[src/rtl/univ_shift_reg.sv]
// Universal shift register: hold, shift right/left and parallel load over WIDTH
// stages, with a shift counter that pulses frameDone on each completed WIDTH-shift frame.
module univ_shift_reg #(
    parameter int unsigned WIDTH = 8
) (
    input  logic                       clk,
    input  logic                       rst,
    input  logic                       enable,
    input  logic [1:0]                 mode,
    input  logic                       serialInMsb,
    input  logic                       serialInLsb,
    input  logic [WIDTH-1:0]           parIn,
    output logic [WIDTH-1:0]           parOut,
    output logic                       serialOutLsb,
    output logic                       serialOutMsb,
    output logic [$clog2(WIDTH)-1:0]   shiftCount,
    output logic                       frameDone
);

    localparam int unsigned CW = $clog2(WIDTH);
    localparam logic [CW-1:0] LAST = CW'(WIDTH - 1);

    typedef enum logic [1:0] {
        MODE_HOLD  = 2'b00,
        MODE_RIGHT = 2'b01,
        MODE_LEFT  = 2'b10,
        MODE_LOAD  = 2'b11
    } mode_e;

    logic [WIDTH-1:0] q, q_next;
    logic [CW-1:0]    count, count_next;
    logic             frame, frame_next;
    logic             shift;

    always_comb begin
        q_next     = q;
        count_next = count;
        frame_next = 1'b0;
        shift      = 1'b0;
        if (enable) begin
            case (mode_e'(mode))
                MODE_RIGHT: begin
                    q_next = {serialInMsb, q[WIDTH-1:1]};
                    shift  = 1'b1;
                end
                MODE_LEFT: begin
                    q_next = {q[WIDTH-2:0], serialInLsb};
                    shift  = 1'b1;
                end
                MODE_LOAD: begin
                    q_next     = parIn;
                    count_next = '0;
                end
                default: ;
            endcase
        end
        // Both shift directions advance the same frame counter.
        if (shift) begin
            if (count == LAST) begin
                count_next = '0;
                frame_next = 1'b1;
            end else begin
                count_next = count + 1'b1;
            end
        end
    end

    always_ff @(posedge clk) begin
        if (rst) begin
            q     <= '0;
            count <= '0;
            frame <= 1'b0;
        end else begin
            q     <= q_next;
            count <= count_next;
            frame <= frame_next;
        end
    end

    assign parOut       = q;
    assign serialOutLsb = q[0];
    assign serialOutMsb = q[WIDTH-1];
    assign shiftCount   = count;
    assign frameDone    = frame;

endmodule

[config.mk]
export PLATFORM = sky130hd
export DESIGN_NAME = univ_shift_reg
export DESIGN_NICKNAME = d
export VERILOG_FILES = /design/src/rtl/univ_shift_reg.sv
export SDC_FILE = /design/constraint.sdc
export NUM_CORES = 1
export LEC_CHECK = 0
export CAP_MARGIN = 5
export CORE_UTILIZATION = 43
export DETAILED_ROUTE_END_ITERATION = 8
export PLACE_DENSITY = 0.93
export SYNTH_ARGS = -nofsm -noshare
export SYNTH_HDL_FRONTEND = slang
export SYNTH_SLANG_ARGS = --single-unit
[constraint.sdc]
create_clock -name clk -period 3.45 [get_ports clk]
set_input_delay 0.8625 -clock clk [delete_from_list [all_inputs] [get_ports clk]]
set_output_delay 0.8625 -clock clk [all_outputs]
set_load 0.05 [all_outputs]
==> Word-level counts from Yosys, hierarchy flattened <==
Cells that the tools add are included.
{ "totals": {"reg_bits": 12, "word_cells": 24, "out_inout_bits": 14, "in_bits": 15} }
{ "classes": {"reduce_logical": 7, "bitwise": 1, "eq_ne": 4, "muxes": 8, "n_addsub": 1} }
{ "ops": {"columns": ["cell", "count"], "rows": [
  ["one-hot mux 8 bit (3 select lines)", 1],
  ["2-to-1 mux 3 bit", 4],
  ["equality test 2 bit, second input constant", 2],
  ["AND reduction 2 bit", 2],
  ["nonzero test 2 bit", 2],
  ["OR reduction 2 bit", 2],
  ["adder 3 x 1 -> 3 bit, second input constant", 1],
  ["equality test 3 bit, second input constant", 1],
  ["2-to-1 mux 1 bit", 3],
  ["nonzero test 3 bit", 1],
  ["equality test 2 x 1 -> 1 bit, second input constant", 1],
  ["inverter 1 bit", 1]
]} }

==> Depth between registers and ports, before layout <==
{ "logic_depth": {"word_depth": 6, "mapped_depth": 7, "ltp_nobuf": 5} }

==> Least setup slack after synthesis <==
OpenSTA, ideal clock, no wires.
{ "synth_timing": {"path_type": "in2reg", "from": "input port mode[0]", "to": "register q[0] (netlist: parOut[0])", "n_path_buf": 2, "arrival_ns": 1.760, "slack_ns": 1.602, "path_stages": 7, "required_ns": 3.362, "setup_time_ns": 0.088, "path_cell_list": "inv_1 ha_1 and2b_1 buf_6 buf_8 nor2_1 a311oi_2"} }
{ "synth_between": {"elab_chain_len": 3, "word_cells_on_any_way": 6, "classes_between": "eq/ne (3); mux (1); reduce/logical (2)"} }
{ "synth_lines": {"columns": ["element", "line_no", "source"], "rows": [
  ["start: declaration", "9", "input logic [1:0] mode,"],
  ["equality test 2 bit or equality test 2 x 1 -> 1 bit (tied branches)", "41", "case (mode_e'(mode))"],
  ["nonzero test 3 bit (no line)", null, null],
  ["AND reduction 2 bit (no line)", null, null],
  ["end signal: assignment", "74", "q <= q_next;"],
  ["end: declaration", "30", "logic [WIDTH-1:0] q, q_next;"]
]} }
Several ways; a longest one is shown, not always the timed one.
A chain may end at the register's enable or synchronous reset.

==> Worst setup path after layout <==
{ "layout_timing": {"from": "register q[2] (netlist: parOut[2])", "to": "output port parOut[2]"} }
{ "layout_rtl": {"columns": ["element", "line_no", "source"], "rows": [
  ["end: declaration", "13", "output logic [WIDTH-1:0] parOut,"]
]} }
No word-level cell between the ends.

==> flow_summary.yaml <==
routing:
  ant_nets: 0
  finalWirelength_mm: 1.49
  wl_per_cell_um: 13.5
  drc_errors: 0
  drt-pass1-iter-count: 3
  vias: 608
  vias_per_cell: 5.53
  drt_iter0_drc: 12
floorplanning:
  die_width_um: 40.7
  fp.coreArea_mm2: 0.00135
  placement_rows: 13
  dieHeight_um: 40.7
  die_area_mm2: 0.00165
  ios: 29
  start_util_pct: 47.6
clock_network:
  numClockSinks: 12
  cts-resized-gates: 0
  numCtsBuffers: 3
  cts.reportedPaths.clkPinSlew_ns: 0.08
  cts_tree: "yes"
  holdBufCountCts: 0
  postCtsSetupRepairBufs: 0
  root_buffer: "clkbuf_4"
  htree_levels: 1
  clock_path_buffers: 2
  clk_latency_ns: 0.28
critical_path:
  cp.arrival_ns: 1.50
  crit_family: "buffers and inverters"
  crit_buf_inv: 1
  cp_max_fo: 4
  crit_path_end_kind: "output port"
  cpPeakStageDelay_ns: 0.82
  start_kind: "flop"
  path_cells: "clkdlybuf4s50_1"
  slowest_stage: "clkdlybuf4s50_1"
  worstPathRequired_ns: 2.59
  critPathKind: "flop to output port"
flow_run:
  drv_cap: 0
synthesis:
  synth_top_cell_area_share_pct: 37.4
  yosysUniqueCellTypes: 20
  synth_area_leaders: "dfxtp_1 (37%), ha_1 (9.7%), a22oi_1 (9.3%), a311oi_1 (8.2%), nand2_1 (5.8%)"
  ys_ff_latch: 12
  synth_nets: 90
  netlist_instances: 70
  avgSynthCellArea_um2: 9.19
  synth-seq-area-share_pct: 37.4
  ys_warn_count: 0
  synth_area_leader_cell: "dfxtp_1"
  syn-cell-area_um2: 643
grt:
  grt_max_degree: 17
  grt_pass1_wl_mm: 2.25
  grt_use_total_pct: 22.0
  grt_overflow_total: 0
  grt_pass1_vias: 528
  antenna_found_initial: 0
sta:
  setup_tns_ns: 0
  period_minus_slack_ns: 2.37
  grt_setup_unrepaired: "false"
  worst-slew-pin-transition_ns: 0.494
  setup_violations: 0
  maxSlewHeadroom_pct: 67.0
  max_freq_ghz: 0.422
  finalHoldViolations: 0
  fin_worst_skew_ns: 0.00855
  slew_viol_final: 0
  fin_crit_sh_pct: 68.6
cells_and_area:
  drive_gt1_share_pct: 7.37
  n_fill_cell: 111
  finalNonFillerCells: 110
  mostFrequentLayoutCell: "clkdlybuf4s50_1"
  regArea_um2: 240
  diodes: 0
  layout_common_cells: "clkdlybuf4s50_1 (28), dfxtp_1 (12), nand2_1 (10), nor2_1 (10), a22oi_1 (8)"
  multi_input_area_um2: 340
  layout.nets: 116
  syn2layout_area_growth_pct: 43.6
placed_design:
  hpwl_mm: 1.09
  io_buffers: 28
  gp_congestion: 0.645
  place_inst: 106
hold_path:
  min_path_type: "flop to flop"
power:
  power.density_mw_per_mm2: 414
  p_leak_nw: 0.347
  ir_worst_vdd_v: 0.000254
  power_mw: 0.382
run_status:
  status: "completed"
-- cells in the mapped netlist --
cell type	n
dfxtp_1	12
nand2_1	10
nor2_1	10
a22oi_1	8
a311oi_1	6
ha_1	5
a311oi_2	2
a32oi_1	2
buf_2	2
buf_4	2
inv_1	2
a21oi_1	1
and2b_1	1
buf_6	1
buf_8	1
clkbuf_1	1
nor2_4	1
nor3b_1	1
o21ai_0	1
or3_1	1
-- cell type report --
class	count	share of cell area (%)
multi-input cells	49	36.9
repair buffers	28	30.4
flip-flops and latches	12	26.0
clock buffers	4	3.93
well taps	15	2.03
inverters	2	0.813
-- report_power, final --
| part | internal [mW] | total (mW) | switching, mW |
|---|---|---|---|
| logic | 0.0450 | 0.112 | 0.0668 |
| clock network | 0.0643 | 0.115 | 0.0503 |
| registers | 0.147 | 0.156 | 0.00888 |
| total | 0.256 | 0.382 | 0.126 |
-- state kept, by name, indices dropped and copies added (netlist names) --
register / cells
frameDone: 1
shiftCount: 3
parOut: 8
-- cells by family (layout without fill, tap and decap cells) --
family / after synthesis / after routing / synth area share (%)
adder cells (fa/ha/maj): 5 / 5 / 9.73
buffers and inverters: 9 / 34 / 9.73
flip-flops: 12 / 12 / 37.4
AO/OA/AOI/OAI: 20 / 20 / 26.5
AND/OR/NAND/NOR: 24 / 24 / 16.7
-- metrics by stage --
step                hold WS, ns  setup slack, ns  instance area [um^2]  utilization [%]
finish                    0.514             1.08                   923             68.4
global route              0.556             1.03                   923             68.4
CTS                       0.514             1.08                   923             68.4
detailed placement        0.498            0.928                   887             65.7
global placement          0.477            0.972                   887             65.7
floorplan                 0.689             1.60                   643                -
-- final timing paths --
check / from / end / slack (ns) / cells after the start
setup reg to reg: shiftCount[0]$_SDFFE_PP0P_ / shiftCount[0]$_SDFFE_PP0P_ / 2.16 / 4
hold reg to reg: shiftCount[0]$_SDFFE_PP0P_ / shiftCount[0]$_SDFFE_PP0P_ / 0.51 / 2
setup / recovery: parOut[2]$_SDFFE_PP0P_ / parOut[2] / 1.08 / 1
hold / removal: shiftCount[0]$_SDFFE_PP0P_ / shiftCount[0]$_SDFFE_PP0P_ / 0.51 / 2
-- tightest hold or removal path: stages (launching register included) --
cell	delay, ns
dfxtp_1	0.35
nand2_1	0.07
a21oi_1	0.05
-- routing by layer --
layer	vias to the layer above	GRT usage [%]	share of wire, %
met2	20	34.9	47
met5	-	0	0
li1	306	-	-
met1	277	25.2	46
met3	5	6.52	5.0
met4	0	15.0	2.7
Note: power is estimated with default switching activity, not from simulation.
